<file path="src/rtl/piano_voice_tracker.sv">
// PS/2 scan-code decoder that tracks up to NUM_CH held piano keys and drives
// one octave-shifted half-period count per voice channel.
module piano_voice_tracker #(
  parameter int NUM_CH   = 2,
  parameter int PERIOD_W = 18,
  parameter int OCT_MAX  = 2
) (
  input  logic                       clk,
  input  logic                       reset,
  input  logic [7:0]                 scan_code,
  input  logic                       scan_valid,
  output logic [NUM_CH*PERIOD_W-1:0] half_period,
  output logic [NUM_CH-1:0]          ch_active,
  output logic [1:0]                 octave
);

  localparam logic [1:0] OCT_TOP = 2'(OCT_MAX);

  typedef enum logic [1:0] {IDLE, BRK, EXT, EXT_BRK} state_t;

  state_t state, state_nxt;
  logic   make_ev, brk_ev;

  logic [NUM_CH-1:0]       ch_vld_p0, vld_nxt;
  logic [NUM_CH-1:0][2:0]  ch_idx_p0, idx_nxt;
  logic [1:0]              oct_p0, oct_nxt;

  logic [NUM_CH-1:0]       hit, free_oh;
  logic                    any_hit, free_found, key_mapped;
  logic [2:0]              key_idx;

  // Returns {mapped, key index} for a make/break code.
  function automatic logic [3:0] key_lookup(input logic [7:0] code);
    case (code)
      8'h1C:   return 4'b1_000;
      8'h1D:   return 4'b1_001;
      8'h1B:   return 4'b1_010;
      8'h23:   return 4'b1_011;
      8'h24:   return 4'b1_100;
      8'h2B:   return 4'b1_101;
      8'h2D:   return 4'b1_110;
      8'h2C:   return 4'b1_111;
      default: return 4'b0_000;
    endcase
  endfunction

  function automatic logic [17:0] base_period(input logic [2:0] idx);
    case (idx)
      3'd0:    return 18'd227273;
      3'd1:    return 18'd214592;
      3'd2:    return 18'd202429;
      3'd3:    return 18'd190840;
      3'd4:    return 18'd180505;
      3'd5:    return 18'd170068;
      3'd6:    return 18'd160722;
      default: return 18'd151515;
    endcase
  endfunction

  always_ff @(posedge clk or posedge reset) begin
    if (reset) state <= IDLE;
    else       state <= state_nxt;
  end

  always_comb begin
    state_nxt = state;
    make_ev   = 1'b0;
    brk_ev    = 1'b0;
    if (scan_valid) begin
      case (state)
        IDLE: begin
          if (scan_code == 8'hF0)      state_nxt = BRK;
          else if (scan_code == 8'hE0) state_nxt = EXT;
          else                         make_ev   = 1'b1;
        end
        BRK: begin
          if (scan_code == 8'hF0)      state_nxt = BRK;
          else if (scan_code == 8'hE0) state_nxt = EXT;
          else begin
            brk_ev    = 1'b1;
            state_nxt = IDLE;
          end
        end
        EXT: begin
          if (scan_code == 8'hF0) state_nxt = EXT_BRK;
          else                    state_nxt = IDLE;
        end
        default: state_nxt = IDLE;
      endcase
    end
  end

  always_comb begin
    {key_mapped, key_idx} = key_lookup(scan_code);
    hit        = '0;
    free_oh    = '0;
    free_found = 1'b0;
    for (int i = 0; i < NUM_CH; i++) begin
      hit[i] = ch_vld_p0[i] && (ch_idx_p0[i] == key_idx);
      if (!ch_vld_p0[i] && !free_found) begin
        free_oh[i] = 1'b1;
        free_found = 1'b1;
      end
    end
    any_hit = |hit;

    vld_nxt = ch_vld_p0;
    idx_nxt = ch_idx_p0;
    oct_nxt = oct_p0;
    // A key can live in at most one channel, so a break clears a single bit.
    if (brk_ev && key_mapped) vld_nxt = ch_vld_p0 & ~hit;
    if (make_ev && key_mapped && !any_hit) begin
      for (int i = 0; i < NUM_CH; i++) begin
        if (free_oh[i]) begin
          vld_nxt[i] = 1'b1;
          idx_nxt[i] = key_idx;
        end
      end
    end
    if (make_ev && scan_code == 8'h1A && oct_p0 != 2'd0)   oct_nxt = oct_p0 - 2'd1;
    if (make_ev && scan_code == 8'h22 && oct_p0 < OCT_TOP) oct_nxt = oct_p0 + 2'd1;
  end

  // Stage 0: channel table and octave register update on the sampling edge.
  always_ff @(posedge clk or posedge reset) begin
    if (reset) begin
      ch_vld_p0 <= '0;
      ch_idx_p0 <= '0;
      oct_p0    <= '0;
    end else begin
      ch_vld_p0 <= vld_nxt;
      ch_idx_p0 <= idx_nxt;
      oct_p0    <= oct_nxt;
    end
  end

  // Stage 1: registered per-channel tone outputs derived from the stage-0 state.
  always_ff @(posedge clk or posedge reset) begin
    if (reset) begin
      half_period <= '0;
      ch_active   <= '0;
      octave      <= '0;
    end else begin
      for (int i = 0; i < NUM_CH; i++) begin
        half_period[i*PERIOD_W +: PERIOD_W] <= ch_vld_p0[i] ?
          PERIOD_W'(base_period(ch_idx_p0[i]) >> oct_p0) : '0;
      end
      ch_active <= ch_vld_p0;
      octave    <= oct_p0;
    end
  end

endmodule

</file>
<file path="config.mk">
export PLATFORM = sky130hd
export DESIGN_NAME = piano_voice_tracker
export DESIGN_NICKNAME = d
export VERILOG_FILES = /design/src/rtl/piano_voice_tracker.sv
export SDC_FILE = /design/constraint.sdc
export NUM_CORES = 1
export LEC_CHECK = 0
export CAP_MARGIN = 0
export CORE_ASPECT_RATIO = 0.75
export CORE_MARGIN = 1.5
export CORE_UTILIZATION = 40
export CTS_BUF_LIST = sky130_fd_sc_hd__clkbuf_2 sky130_fd_sc_hd__clkbuf_4 sky130_fd_sc_hd__clkbuf_8
export DETAILED_ROUTE_END_ITERATION = 10
export PLACE_DENSITY = 0.61
export SLEW_MARGIN = 20
export SYNTH_ARGS = -nofsm -noshare
export SYNTH_HDL_FRONTEND = slang
export SYNTH_SLANG_ARGS = --single-unit
</file>
<file path="constraint.sdc">
create_clock -name clk -period 3.55 [get_ports clk]
set_clock_uncertainty 0.05 [all_clocks]
set_input_delay 0.71 -clock clk [delete_from_list [all_inputs] [get_ports clk]]
set_output_delay 0.71 -clock clk [all_outputs]
set_load 0.05 [all_outputs]
</file>
==> run_results.csv, run 1 <==
group,metric,value,unit
final_layout,final_cell_mix,"nor2_1 (68), nand2_1 (53), o21ai_0 (52)",
global_route,antenna_found_initial,0,
synth,synth-adder-area-share,0,%
clock_network,post_cts_resized,0,
clock_network,clock_sinks,52,
synth,synth.distinct_cells,57,
floorplanning,pin_count,51,
final_layout,drive_gt1_share,9.15,%
power_and_ir_drop,ir_drop,0.234,mV
hold_path,hold_class,"flip-flop to flip-flop",
synth,ys_warn_count,0,
setup_path,worstSetupPathType,"input pin to flip-flop",
floorplanning,die-area,9030,sq um
setup_path,r2r_end,"half_period[4]$_DFF_PP0_",
setup_path,worstPathMaxFanout,9,
sta,finalWorstSetupSlack,0.483,ns
drt,vias,3402,
clock_network,ctsHoldBuffers,0,
synth,syn_nets,445,
synth,synth-compound-area-share,30.0,%
synth,syn-cell-area,3390,sq um
run_status,status,"completed",
synth,ys_ff_latch,52,
global_route,grt_usage,21.7,%
clock_network,cts.clk_slew.worst_paths,0.09,ns
drt,drc,0,
floorplanning,die_y,82.7,microns
synth,synthSimpleGateAreaFrac,22.1,%
sta,slew_viol_final,0,
setup_path,crit_end,"ch_idx_p0[4]$_DFFE_PP0P_",
setup_path,rr_worst_depth,5,
clock_network,htreeDepth,2,
drt,drtIter0Drc,338,
final_layout,final_cell_count_no_fill,575,
power_and_ir_drop,cellLeakagePower,1.71,nW
synth,synth_top_family_by_area,"compound AO/OA/AOI/OAI gates",
floorplanning,die_w,109,microns
final_layout,diodes,0,
setup_path,required,3.70,ns
clock_network,numCtsBuffers,5,
synth,synth_edf_count,0,
synth,ys_seq_area_share,38.4,%
synth,syn_avg_cell_area,7.80,sq um
synth,yosysTopAreaCell,"dfrtp_1",
floorplanning,core_area,8060,sq um
final_layout,postLayoutCoreUtil,51.0,%
synth,synthFlopType,"dfrtp_1",
drt,totalWireLength,9270,microns
placed_design,dp.cells,567,
sta,relSlewSlack,47.9,%
synth,muxShareOfSynthArea,2.55,%
sta,worst_pin_slew,0.782,ns
synth,synth_area_leaders,"dfrtp_1 (38%), o21ai_0 (7.7%), nor2_1 (7.5%)",
clock_network,cts_root_buffer,"clkbuf_8",
flow_run,drv_cap,0,
setup_path,crit_path_start,"scan_code[5]",
final_layout,final_common_cell,"nor2_1",
drt,avgViaCountPerCell,5.92,
floorplanning,rows,28,
global_route,grt-ovfl-total,0,
sta,worst_hold_slack,0.494,ns
power_and_ir_drop,powerDensity,406,nW/um^2
setup_path,arrival,3.22,ns
sta,rsz0062_at_grt,"no",
clock_network,tritoncts,"yes",
placed_design,io_buffer_count,50,
sta,fin_crit,3.07,ns
clock_network,clkLatencyLatePin,0.31,ns
placed_design,dpl.hpwl,6410,microns
sta,final-setup-viol-count,0,
global_route,grt_pass1_vias,2990,
synth,synthCells,434,
setup_path,worstReg2RegStart,"ch_idx_p0[1]$_DFFE_PP0P_",
global_route,grt_max_degree,41,
synth,async_flop_share,100,%
drt,avgRoutedWirePerCell,16.1,microns
setup_path,reg2reg_slack,1.20,ns
floorplanning,start_util,42.0,%
synth,synth_top_area_share,38.4,%
global_route,grt_pass1_wl,15300,microns
final_layout,fillers,802,
setup_path,crit_path_end_kind,"flip-flop",
setup_path,start_kind,"input pin",
clock_network,postCtsSetupBuffers,0,
clock_network,cts.path.max_buffers,2,
final_layout,nNetsFinal,480,
placed_design,preCtsSetupSlack,0.180,ns
final_layout,syn2layout_area_growth,21.3,%
sta,clock.fmax,326,MHz
synth,yosys.area_share.xor_xnor,1.26,%
sta,finalSetupTns,0,ns
placed_design,gp_congestion,0.974,
sta,period_share,86.4,%
drt,ant_nets,0,
drt,drtPass1Iterations,5,
sta,finalHoldViolations,0,
[cell usage after synthesis, drive strengths merged (3+ instances only)]
library cell	count
a2111oi	6
a21o	4
a21oi	32
a221oi	4
a311oi	7
a31oi	8
and2	6
buf	6
clkbuf	32
dfrtp	52
inv	11
mux2	5
mux2i	3
nand2	54
nand2b	5
nand3	4
nor2	68
nor2b	6
nor3	9
o211ai	9
o21ai	52
o221a	4
o22ai	4
xnor2	4
[worst max-delay path: stages]
cell	delay, ns
clkdlybuf4s50_1	0.52
or4b_1	0.61
nor3_1	0.28
a311oi_2	0.12
xnor2_1	0.29
o2111a_1	0.33
mux2_2	0.35
[layer usage]
metal | share of wire, % | wire (microns) | vias up | track usage, %
met1 | 49 | 4550 | 1585 | 33.8
met2 | 41 | 3800 | 178 | 29.5
met5 | 0 | 0 | - | 0
li1 | - | - | 1626 | -
met3 | 8.6 | 794 | 13 | 4.00
met4 | 1.3 | 124 | 0 | 6.88
[metrics by stage]
stage,instance area (sq um),total power [mW]
2_1_floorplan,3390,1.08
3_3_place_gp,4000,1.26
3_5_place_dp,4000,1.26
4_1_cts,4110,1.67
5_1_grt,4110,1.75
6_report,4110,1.67
[flip-flops by register name, indices dropped and copies added (netlist names)]
signal,count
octave,2
ch_active,2
half_period,36
oct_p0,2
ch_idx_p0,6
ch_vld_p0,2
state,2
[worst min path at each step]
stage                                from                    to  cells past startpoint
floorplan           oct_p0[1]$_DFFE_PP0P_   octave[1]$_DFF_PP0_                      0
global placement     state[1]$_DFFE_PP0P_  state[1]$_DFFE_PP0P_                      1
detailed placement   state[1]$_DFFE_PP0P_  state[1]$_DFFE_PP0P_                      1
CTS                  state[1]$_DFFE_PP0P_  state[1]$_DFFE_PP0P_                      1
global route         state[1]$_DFFE_PP0P_  state[1]$_DFFE_PP0P_                      1
finish               state[1]$_DFFE_PP0P_  state[1]$_DFFE_PP0P_                      1
[area by class of cell]
| type | instances | area [sq um] | share of cell area (%) |
|---|---|---|---|
| inverter | 13 | 48.8 | 1.19 |
| timing repair buffer | 66 | 621 | 15.1 |
| sequential | 52 | 1300 | 31.7 |
| clock inverter | 2 | 35.0 | 0.853 |
| multi-input combinational | 331 | 1890 | 46.1 |
| tap | 105 | 131 | 3.20 |
| clock buffer | 6 | 76.3 | 1.86 |
[report_power, final]
group	switching, mW	total (mW)	internal (mW)
sequential	0.0428	0.694	0.651
combinational	0.370	0.557	0.186
clock	0.199	0.416	0.217
[kinds of logic (layout without fill, tap and decap cells)]
| logic type | after synthesis | after routing |
|---|---|---|
| simple gates | 166 | 166 |
| compound gates | 153 | 153 |
| flops | 52 | 52 |
| buf+inv | 51 | 87 |
| mux | 8 | 8 |
| xor+xnor | 4 | 4 |
Note: power is estimated with default switching activity, not from simulation.
==> run 2, diff against run 1 <==
SETUP_SLACK_MARGIN = 0.05   (was unset)
==> results of run 2 <==
Same layout as run 1: the final DEF is identical, and so are final timing and power.
